--- src/rtl/wb_stage_if.sv ---
// Writeback stage bundle: upstream instruction handshake, memory read
// response channel, register-file write port, and retire/status outputs.
interface wb_stage_if #(
  parameter int XLEN  = 32,
  parameter int RA_W  = 5,
  parameter int CNT_W = 64
);
  // Upstream (EX/MEM) instruction handshake
  logic             in_valid;
  logic             in_ready;
  logic [XLEN-1:0]  in_pc;
  logic [RA_W-1:0]  in_rd;
  logic             in_rd_we;
  logic [XLEN-1:0]  in_alu_res;
  logic             in_is_load;
  logic [2:0]       in_ld_func;
  logic [1:0]       in_addr_lo;

  // Memory read response
  logic             mem_rvalid;
  logic             mem_rready;
  logic [XLEN-1:0]  mem_rdata;

  // Register file write port and retire status
  logic             we;
  logic [RA_W-1:0]  waddr;
  logic [XLEN-1:0]  wdata;
  logic             retire_valid;
  logic [XLEN-1:0]  retire_pc;
  logic             load_err;
  logic [CNT_W-1:0] instret;

  // Upstream / memory side that feeds the stage
  modport master (
    output in_valid, in_pc, in_rd, in_rd_we, in_alu_res, in_is_load,
           in_ld_func, in_addr_lo, mem_rvalid, mem_rdata,
    input  in_ready, mem_rready, we, waddr, wdata, retire_valid,
           retire_pc, load_err, instret
  );

  // The writeback stage itself
  modport slave (
    input  in_valid, in_pc, in_rd, in_rd_we, in_alu_res, in_is_load,
           in_ld_func, in_addr_lo, mem_rvalid, mem_rdata,
    output in_ready, mem_rready, we, waddr, wdata, retire_valid,
           retire_pc, load_err, instret
  );
endinterface

--- src/rtl/wb_stage.sv ---
// Writeback stage of the single-issue NPC core. Takes one completed
// instruction per handshake, waits for the memory response on loads,
// extracts/extends load data and drives the register file write port,
// a retire pulse and the retired-instruction counter.
// All write/retire outputs are registers, updated on the edge that
// enters WRITE, so nothing combinational reaches them from in_*/mem_*.
module wb_stage #(
  parameter int XLEN  = 32,
  parameter int RA_W  = 5,
  parameter int CNT_W = 64
) (
  input  logic     clk,
  input  logic     rst_n,
  wb_stage_if.slave bus
);

  typedef enum logic [1:0] {
    IDLE     = 2'd0,
    WAIT_MEM = 2'd1,
    WRITE    = 2'd2
  } state_e;

  state_e           state_q, state_d;

  // Latched instruction fields
  logic [XLEN-1:0]  pc_q, pc_d;
  logic [RA_W-1:0]  rd_q, rd_d;
  logic             rd_we_q, rd_we_d;
  logic [XLEN-1:0]  res_q, res_d;
  logic [2:0]       ld_func_q, ld_func_d;
  logic [1:0]       addr_lo_q, addr_lo_d;
  logic             err_q, err_d;

  // Registered outputs
  logic             we_q, we_d;
  logic [RA_W-1:0]  waddr_q, waddr_d;
  logic [XLEN-1:0]  wdata_q, wdata_d;
  logic             retire_valid_q, retire_valid_d;
  logic [XLEN-1:0]  retire_pc_q, retire_pc_d;
  logic             load_err_q, load_err_d;
  logic [CNT_W-1:0] instret_q, instret_d;

  logic             in_ready_s;
  logic             accept_s;
  logic [XLEN:0]    ld_s;   // {err, data}

  // Load data extraction: returns {err, data}; data is zero on error.
  function automatic logic [XLEN:0] load_extract(
    input logic [2:0]      func,
    input logic [1:0]      lo,
    input logic [XLEN-1:0] word
  );
    logic [7:0]    b;
    logic [15:0]   h;
    logic [XLEN:0] r;
    b = word[{lo, 3'b000} +: 8];
    h = word[{lo[1], 4'b0000} +: 16];
    r = {1'b1, {XLEN{1'b0}}};
    case (func)
      3'b000: r = {1'b0, {(XLEN-8){b[7]}}, b};
      3'b100: r = {1'b0, {(XLEN-8){1'b0}}, b};
      3'b001: begin
        if (lo[0]) r = {1'b1, {XLEN{1'b0}}};
        else       r = {1'b0, {(XLEN-16){h[15]}}, h};
      end
      3'b101: begin
        if (lo[0]) r = {1'b1, {XLEN{1'b0}}};
        else       r = {1'b0, {(XLEN-16){1'b0}}, h};
      end
      3'b010: begin
        if (lo != 2'b00) r = {1'b1, {XLEN{1'b0}}};
        else             r = {1'b0, word};
      end
      default: r = {1'b1, {XLEN{1'b0}}};
    endcase
    return r;
  endfunction

  assign in_ready_s     = (state_q == IDLE) || (state_q == WRITE);
  assign bus.in_ready   = in_ready_s;
  assign bus.mem_rready = (state_q == WAIT_MEM);

  assign bus.we           = we_q;
  assign bus.waddr        = waddr_q;
  assign bus.wdata        = wdata_q;
  assign bus.retire_valid = retire_valid_q;
  assign bus.retire_pc    = retire_pc_q;
  assign bus.load_err     = load_err_q;
  assign bus.instret      = instret_q;

  // Next-state, field latching and registered-output next values
  always_comb begin
    state_d   = state_q;
    pc_d      = pc_q;
    rd_d      = rd_q;
    rd_we_d   = rd_we_q;
    res_d     = res_q;
    ld_func_d = ld_func_q;
    addr_lo_d = addr_lo_q;
    err_d     = err_q;
    accept_s  = bus.in_valid && in_ready_s;
    ld_s      = load_extract(ld_func_q, addr_lo_q, bus.mem_rdata);

    case (state_q)
      IDLE, WRITE: begin
        if (accept_s) begin
          pc_d      = bus.in_pc;
          rd_d      = bus.in_rd;
          rd_we_d   = bus.in_rd_we;
          res_d     = bus.in_alu_res;
          ld_func_d = bus.in_ld_func;
          addr_lo_d = bus.in_addr_lo;
          err_d     = 1'b0;
          if (bus.in_is_load) state_d = WAIT_MEM;
          else                state_d = WRITE;
        end else begin
          state_d = IDLE;
        end
      end
      WAIT_MEM: begin
        if (bus.mem_rvalid) begin
          res_d   = ld_s[XLEN-1:0];
          err_d   = ld_s[XLEN];
          state_d = WRITE;
        end else begin
          state_d = WAIT_MEM;
        end
      end
      default: state_d = IDLE;
    endcase

    // Outputs take their WRITE-cycle values on the edge that enters WRITE
    we_d           = 1'b0;
    retire_valid_d = 1'b0;
    load_err_d     = 1'b0;
    waddr_d        = waddr_q;
    wdata_d        = wdata_q;
    retire_pc_d    = retire_pc_q;
    instret_d      = instret_q;
    if (state_d == WRITE) begin
      we_d           = rd_we_d && (rd_d != {RA_W{1'b0}}) && !err_d;
      waddr_d        = rd_d;
      wdata_d        = res_d;
      retire_valid_d = 1'b1;
      retire_pc_d    = pc_d;
      load_err_d     = err_d;
      instret_d      = instret_q + {{(CNT_W-1){1'b0}}, 1'b1};
    end else begin
      instret_d      = instret_q;
    end
  end

  // State, latched fields and outputs; synchronous active-low reset
  always_ff @(posedge clk) begin
    if (!rst_n) begin
      state_q        <= IDLE;
      pc_q           <= {XLEN{1'b0}};
      rd_q           <= {RA_W{1'b0}};
      rd_we_q        <= 1'b0;
      res_q          <= {XLEN{1'b0}};
      ld_func_q      <= 3'b000;
      addr_lo_q      <= 2'b00;
      err_q          <= 1'b0;
      we_q           <= 1'b0;
      waddr_q        <= {RA_W{1'b0}};
      wdata_q        <= {XLEN{1'b0}};
      retire_valid_q <= 1'b0;
      retire_pc_q    <= {XLEN{1'b0}};
      load_err_q     <= 1'b0;
      instret_q      <= {CNT_W{1'b0}};
    end else begin
      state_q        <= state_d;
      pc_q           <= pc_d;
      rd_q           <= rd_d;
      rd_we_q        <= rd_we_d;
      res_q          <= res_d;
      ld_func_q      <= ld_func_d;
      addr_lo_q      <= addr_lo_d;
      err_q          <= err_d;
      we_q           <= we_d;
      waddr_q        <= waddr_d;
      wdata_q        <= wdata_d;
      retire_valid_q <= retire_valid_d;
      retire_pc_q    <= retire_pc_d;
      load_err_q     <= load_err_d;
      instret_q      <= instret_d;
    end
  end

endmodule

--- src/flat_wrapper.sv ---
// flat-port wrapper written by rule: the top's interface ports become plain ports
module wb_stage_flat 
#(
  parameter int XLEN  = 32,
  parameter int RA_W  = 5,
  parameter int CNT_W = 64
)
  (clk, rst_n, bus_in_valid, bus_in_pc, bus_in_rd, bus_in_rd_we, bus_in_alu_res, bus_in_is_load, bus_in_ld_func, bus_in_addr_lo, bus_mem_rvalid, bus_mem_rdata, bus_in_ready, bus_mem_rready, bus_we, bus_waddr, bus_wdata, bus_retire_valid, bus_retire_pc, bus_load_err, bus_instret);
  wb_stage_if #(.XLEN(XLEN), .RA_W(RA_W), .CNT_W(CNT_W)) bus_i ();
  input  logic clk;
  input  logic rst_n;
  input wire logic [$bits(bus_i.in_valid)-1:0] bus_in_valid;
  input wire logic [$bits(bus_i.in_pc)-1:0] bus_in_pc;
  input wire logic [$bits(bus_i.in_rd)-1:0] bus_in_rd;
  input wire logic [$bits(bus_i.in_rd_we)-1:0] bus_in_rd_we;
  input wire logic [$bits(bus_i.in_alu_res)-1:0] bus_in_alu_res;
  input wire logic [$bits(bus_i.in_is_load)-1:0] bus_in_is_load;
  input wire logic [$bits(bus_i.in_ld_func)-1:0] bus_in_ld_func;
  input wire logic [$bits(bus_i.in_addr_lo)-1:0] bus_in_addr_lo;
  input wire logic [$bits(bus_i.mem_rvalid)-1:0] bus_mem_rvalid;
  input wire logic [$bits(bus_i.mem_rdata)-1:0] bus_mem_rdata;
  output wire logic [$bits(bus_i.in_ready)-1:0] bus_in_ready;
  output wire logic [$bits(bus_i.mem_rready)-1:0] bus_mem_rready;
  output wire logic [$bits(bus_i.we)-1:0] bus_we;
  output wire logic [$bits(bus_i.waddr)-1:0] bus_waddr;
  output wire logic [$bits(bus_i.wdata)-1:0] bus_wdata;
  output wire logic [$bits(bus_i.retire_valid)-1:0] bus_retire_valid;
  output wire logic [$bits(bus_i.retire_pc)-1:0] bus_retire_pc;
  output wire logic [$bits(bus_i.load_err)-1:0] bus_load_err;
  output wire logic [$bits(bus_i.instret)-1:0] bus_instret;
  assign bus_i.in_valid = bus_in_valid;
  assign bus_i.in_pc = bus_in_pc;
  assign bus_i.in_rd = bus_in_rd;
  assign bus_i.in_rd_we = bus_in_rd_we;
  assign bus_i.in_alu_res = bus_in_alu_res;
  assign bus_i.in_is_load = bus_in_is_load;
  assign bus_i.in_ld_func = bus_in_ld_func;
  assign bus_i.in_addr_lo = bus_in_addr_lo;
  assign bus_i.mem_rvalid = bus_mem_rvalid;
  assign bus_i.mem_rdata = bus_mem_rdata;
  assign bus_in_ready = bus_i.in_ready;
  assign bus_mem_rready = bus_i.mem_rready;
  assign bus_we = bus_i.we;
  assign bus_waddr = bus_i.waddr;
  assign bus_wdata = bus_i.wdata;
  assign bus_retire_valid = bus_i.retire_valid;
  assign bus_retire_pc = bus_i.retire_pc;
  assign bus_load_err = bus_i.load_err;
  assign bus_instret = bus_i.instret;
  wb_stage #(.XLEN(XLEN), .RA_W(RA_W), .CNT_W(CNT_W)) u_core (.clk(clk), .rst_n(rst_n), .bus(bus_i));
endmodule
--- config.mk ---
export PLATFORM = sky130hd
export DESIGN_NAME = wb_stage_flat
export DESIGN_NICKNAME = d
export VERILOG_FILES = /design/src/rtl/wb_stage_if.sv /design/src/rtl/wb_stage.sv /design/src/flat_wrapper.sv
export SDC_FILE = /design/constraint.sdc
export NUM_CORES = 1
export LEC_CHECK = 0
export ABC_CLOCK_PERIOD_IN_PS = 6300
export BUFFER_PORTS_ARGS = -buffer_cell sky130_fd_sc_hd__buf_4
export CAP_MARGIN = 20
export CORE_ASPECT_RATIO = 2
export CORE_UTILIZATION = 25
export CTS_CLUSTER_DIAMETER = 60
export DETAILED_ROUTE_END_ITERATION = 8
export PLACE_DENSITY = 0.41
export SLEW_MARGIN = 20
export SYNTH_ARGS = -nofsm -noshare
export SYNTH_HDL_FRONTEND = slang
export SYNTH_SLANG_ARGS = --single-unit
export TNS_END_PERCENT = 100
--- constraint.sdc ---
create_clock -name clk -period 6.3 [get_ports clk]
set_clock_uncertainty 0.15 [all_clocks]
set_input_delay 1.26 -clock clk [delete_from_list [all_inputs] [get_ports clk]]
set_output_delay 1.26 -clock clk [all_outputs]
set_load 0.005 [all_outputs]
* Word-level counts from Yosys, hierarchy flattened
Cells that the tools add are included.
Cells by class: add/sub/neg operators 1, equal/unequal tests 7, shift operators 2, muxes and demuxes 21, reductions and logical operators 12
Operators by type and width (number):
- $pmux 33 s5 | 1
- $mux 32 | 4
- $mux 33 | 3
- $add 64x1->64 const B | 1
- $pmux 32 s2 | 1
- $shiftx 32x6->16 | 1
- $shiftx 32x6->8 | 1
- $mux 5 | 2
- $eq 3x3->1 const B | 2
- $mux 2 | 3
- $mux 1 | 5
- $reduce_bool 5->1 | 1
- $eq 2x2->1 const B | 2
- $pmux 2 s2 | 1
- $reduce_and 2->1 | 2
- $eq 3x1->1 const B | 1
- $eq 3x2->1 const B | 1
- $logic_and 1x1->1 | 3
- $logic_not 3->1 | 1
- $eq 2x1->1 const B | 1
- $logic_not 2->1 | 1
- $pmux 1 s2 | 1
- $reduce_bool 2->1 | 1
- $reduce_or 2->1 | 1
- 2 further kinds | 2
Word-level totals: bits in registers 214, bits of input ports 112, output and inout bits 138, word-level logic and storage cells 58

* Longest topological paths before layout
depth after elaboration 8, mapped depth 8

* Worst setup path before layout
No wires, ideal clock.
kind input-to-reg, from in bus_in_is_load, to reg u_core.instret_q[48] (netlist: u_core.bus.instret[48]), library setup time 0.070 ns, arrival 2.853 ns, required time 6.080 ns, setup slack 3.226 ns, stages on the path 6, cell sequence or3b_4 a2111oi_4 nand4_2 buf_2 or3_1 a21oi_1
Between the ends: cells in the longest elaborated chain, start to end 4
RTL lines:
- from (decl) | line flat_wrapper.sv:17 | input wire logic [$bits(bus_i.in_is_load)-1:0] bus_in_is_load;
- $mux 2 | line wb_stage.sv:114 | if (bus.in_is_load) state_d = WAIT_MEM;
- $mux 2 | line wb_stage.sv:106 | if (accept_s) begin
- $pmux 2 s2 | line wb_stage.sv:104 | case (state_q)
- $eq 2x2->1 | line wb_stage.sv:140 | if (state_d == WRITE) begin
- to (signal assigned) | line wb_stage.sv:170 | instret_q <= {CNT_W{1'b0}};
- to (signal assigned) | line wb_stage.sv:186 | instret_q <= instret_d;
- to (decl) | line wb_stage.sv:41 | logic [CNT_W-1:0] instret_q, instret_d;
Every way passes these cells. A chain may end at the register's enable or synchronous reset.

* Final worst setup path
from in bus_mem_rvalid, to reg u_core.instret_q[45] (netlist: u_core.bus.instret[45])
Between the ends: cells in the longest elaborated chain, start to end 3
RTL lines:
- from (decl) | line flat_wrapper.sv:20 | input wire logic [$bits(bus_i.mem_rvalid)-1:0] bus_mem_rvalid;
- $mux 2 | line wb_stage.sv:121 | if (bus.mem_rvalid) begin
- $pmux 2 s2 | line wb_stage.sv:104
- $eq 2x2->1 | line wb_stage.sv:140
Every way passes these cells.

==> out/qor.csv <==
metric,value,unit
worst_hold_slack,0.3104,ns
port_buffers,249,
clockBufferDepth,2,
min_to,u_core.res_q[7],
cts_resized,0,
dpl_cell_area,10750,um^2
synth-edff-count,0,
first_global_vias,7938,
grt_use_met2,0.3661,
cp.arrival,3.92,ns
synth-seq-area-share,0.4607,
grt_antenna_before_repair,0,
grtUsageMet3,0.03562,
final_area,11350,um^2
max_cap_viol_count,0,
drv_slew,0,
path_clk_slew,0.07,ns
ir_drop,0.0001858,V
period_minus_slack,3.691,ns
critPathMaxFanout,15,
routed_via_density,4.806,
diodes,0,
required,6.53,ns
timing.rr.start,u_core.state_q[0],
row_count,95,
critPathKind,input pin to flop,
die_x,132.5,um
cts_hold_buf,0,
finalWeightedCongestion,0.7633,
drive_above_1_share,0.2698,
netlist_area,8517,um^2
finalHoldViolations,0,
initial_core_util,0.2541,
status,completed,
startpoint_type,input pin,
period_share,0.5859,
final_common_cell,buf_4,
max_freq,270.9,MHz
die_h,263.0,um
final_cell_mix,"buf_4 (257), dfxtp_1 (196), nor2_1 (125), a21oi_1 (84), nand2_1 (61)",
ys_async_sr_fraction,0,
io_pins,250,
tns,0,ns
timing.rr.end,u_core.bus.instret[45],
ys_dominant_reg_cell,dfxtp_1,
dp_hpwl,22900,um
wire_per_inst,19.23,um
tightest_slew,1.110,ns
layout.nets,1286,
grt.busiest_layer,met2,
drc_errors,0,
power,2781,uW
vias,7795,
p_leak,0.004611,uW
syn_area_per_cell,8.826,um^2
synthDistinctLibCells,58,
firstDrtPassIters,4,
relSlewSlack,0.2557,
p_per_area,245.0,nW/um^2
grt_overflow,0,
ys_warn_count,0,
grt_pass1_wl,47400,um
rsz0062_at_grt,false,
numCtsBuffers,17,
area_growth,33.26,%
insertion_delay,0.45,ns
htreeDepth,4,
rrSetupSlack,3.00,ns
synth_seq_cells,196,
hold_path.class,flop to flop,
die_area,34850,um^2
post-cts-setup-buffer-count,0,
end_kind,flop,
cts_sinks,196,
syn_nets,1078,
hold_depth,2,
grt_max_degree,136,
reg2reg_depth,5,
setup_viol,0,
drt-initial-drc-count,340,
core_area,33520,um^2
antenna_left,0,
synthCells,965,
hold_start,u_core.res_q[7],
wirelength,31190,um
cts_root_buf,clkbuf_16,
grt_util_all_layers,0.1804,
grtUsageMet1,0.1718,
cts_tree,built,
## how the worst max path moves through the flow
stage	start	to	slack [ns]	depth (start not counted)
CTS	bus_mem_rvalid	u_core.bus.instret[45]	2.62	6
finish	bus_mem_rvalid	u_core.bus.instret[45]	2.61	6
global placement	bus_mem_rvalid	u_core.bus.instret[45]	2.19	6
global route	bus_mem_rvalid	u_core.bus.instret[45]	2.39	6
detailed placement	bus_mem_rvalid	u_core.bus.instret[45]	2.15	6
floorplan	bus_in_is_load	u_core.bus.instret[48]	3.23	6
## report_power, final
part / switching, uW / total (uW) / internal [uW] / leakage (uW)
Combinational: 189 / 361 / 172 / 0.00274
Sequential: 34.8 / 1330 / 1300 / 0.00160
Clock: 560 / 1090 / 525 / 0.000268
Total: 784 / 2780 / 2000 / 0.00461
## critical path: stages
cell       delay [ns]
buf_4            0.09
nand3b_1         0.54
a2111oi_4        1.10
nand3_2          0.28
or4_1            0.48
a21oi_1          0.15
## synth_stat cells (3+ instances only)
library cell	instances	area share
dfxtp_1	196	0.46
nor2_1	126	0.056
a21oi_1	84	0.049
clkbuf_1	64	0.028
nand2_1	62	0.027
o21ai_0	43	0.025
mux2i_1	40	0.047
a211oi_1	38	0.033
nand4_1	30	0.022
xor2_1	29	0.030
nand3_1	26	0.015
and3_1	24	0.018
o21bai_1	17	0.015
or3_1	16	0.012
a22oi_1	12	0.011
or4_1	12	0.011
a22o_1	11	0.011
and2_1	11	0.0081
a31oi_1	10	0.0073
o31ai_1	10	0.0088
inv_1	8	0.0035
and4_1	7	0.0072
nor3_1	7	0.0041
o211a_1	7	0.0082
xnor2_1	7	0.0072
a221oi_1	6	0.0062
nor2b_1	6	0.0044
mux2_2	5	0.0066
o21ba_2	5	0.0059
buf_1	4	0.0018
and3b_1	3	0.0031
nand2b_1	3	0.0022
o21a_1	3	0.0026
## logic make-up (layout without fill, tap and decap cells)
logic type	Yosys count	count (layout)	share of synthesized area
AND/OR/NAND/NOR	351	351	0.2110
AO/OA/AOI/OAI	256	256	0.1986
flip-flops	196	196	0.4607
buffers and inverters	79	300	0.03496
multiplexers	46	46	0.05626
XOR/XNOR	36	36	0.03702
adder cells (fa/ha/maj)	1	1	0.001469
## metrics by stage
step | utilization | setup WS (ns) | std cells
after floorplan | - | 3.226 | 965
after global placement | 0.3207 | 2.186 | 1589
after detailed placement | 0.3208 | 2.146 | 1589
after CTS | 0.3378 | 2.617 | 1621
after global routing | 0.3386 | 2.390 | 1622
final | 0.3386 | 2.609 | 1622
## flip-flops by register name, indices dropped and copies added, names as in the netlist
signal                   flops
u_core.err_q                 1
u_core.bus.load_err          1
u_core.res_q                14
u_core.state_q               2
u_core.ld_func_q             3
u_core.bus.we                1
u_core.addr_lo_q             2
u_core.bus.retire_valid      1
u_core.bus.retire_pc        32
u_core.bus.waddr             5
u_core.bus.instret          64
u_core.bus.wdata            32
u_core.pc_q                 32
u_core.rd_q                  5
u_core.rd_we_q               1
## routing by layer
layer / routed length, um / vias up
li1: - / 3918
met1: 11190 / 3655
met2: 17990 / 184
met3: 1198 / 38
met4: 814 / 0
met5: 0 / -
## layout make-up
type                       count  area [um^2]
fill                        3618        22170
multi-input combinational    690         4310
sequential                   196         3924
timing repair buffer         258         1957
tap                          436        545.5
clock buffer                  17        425.4
clock inverter                15        145.1
inverter                      10        42.54
No activity file was read; power rests on OpenSTA's default activity.
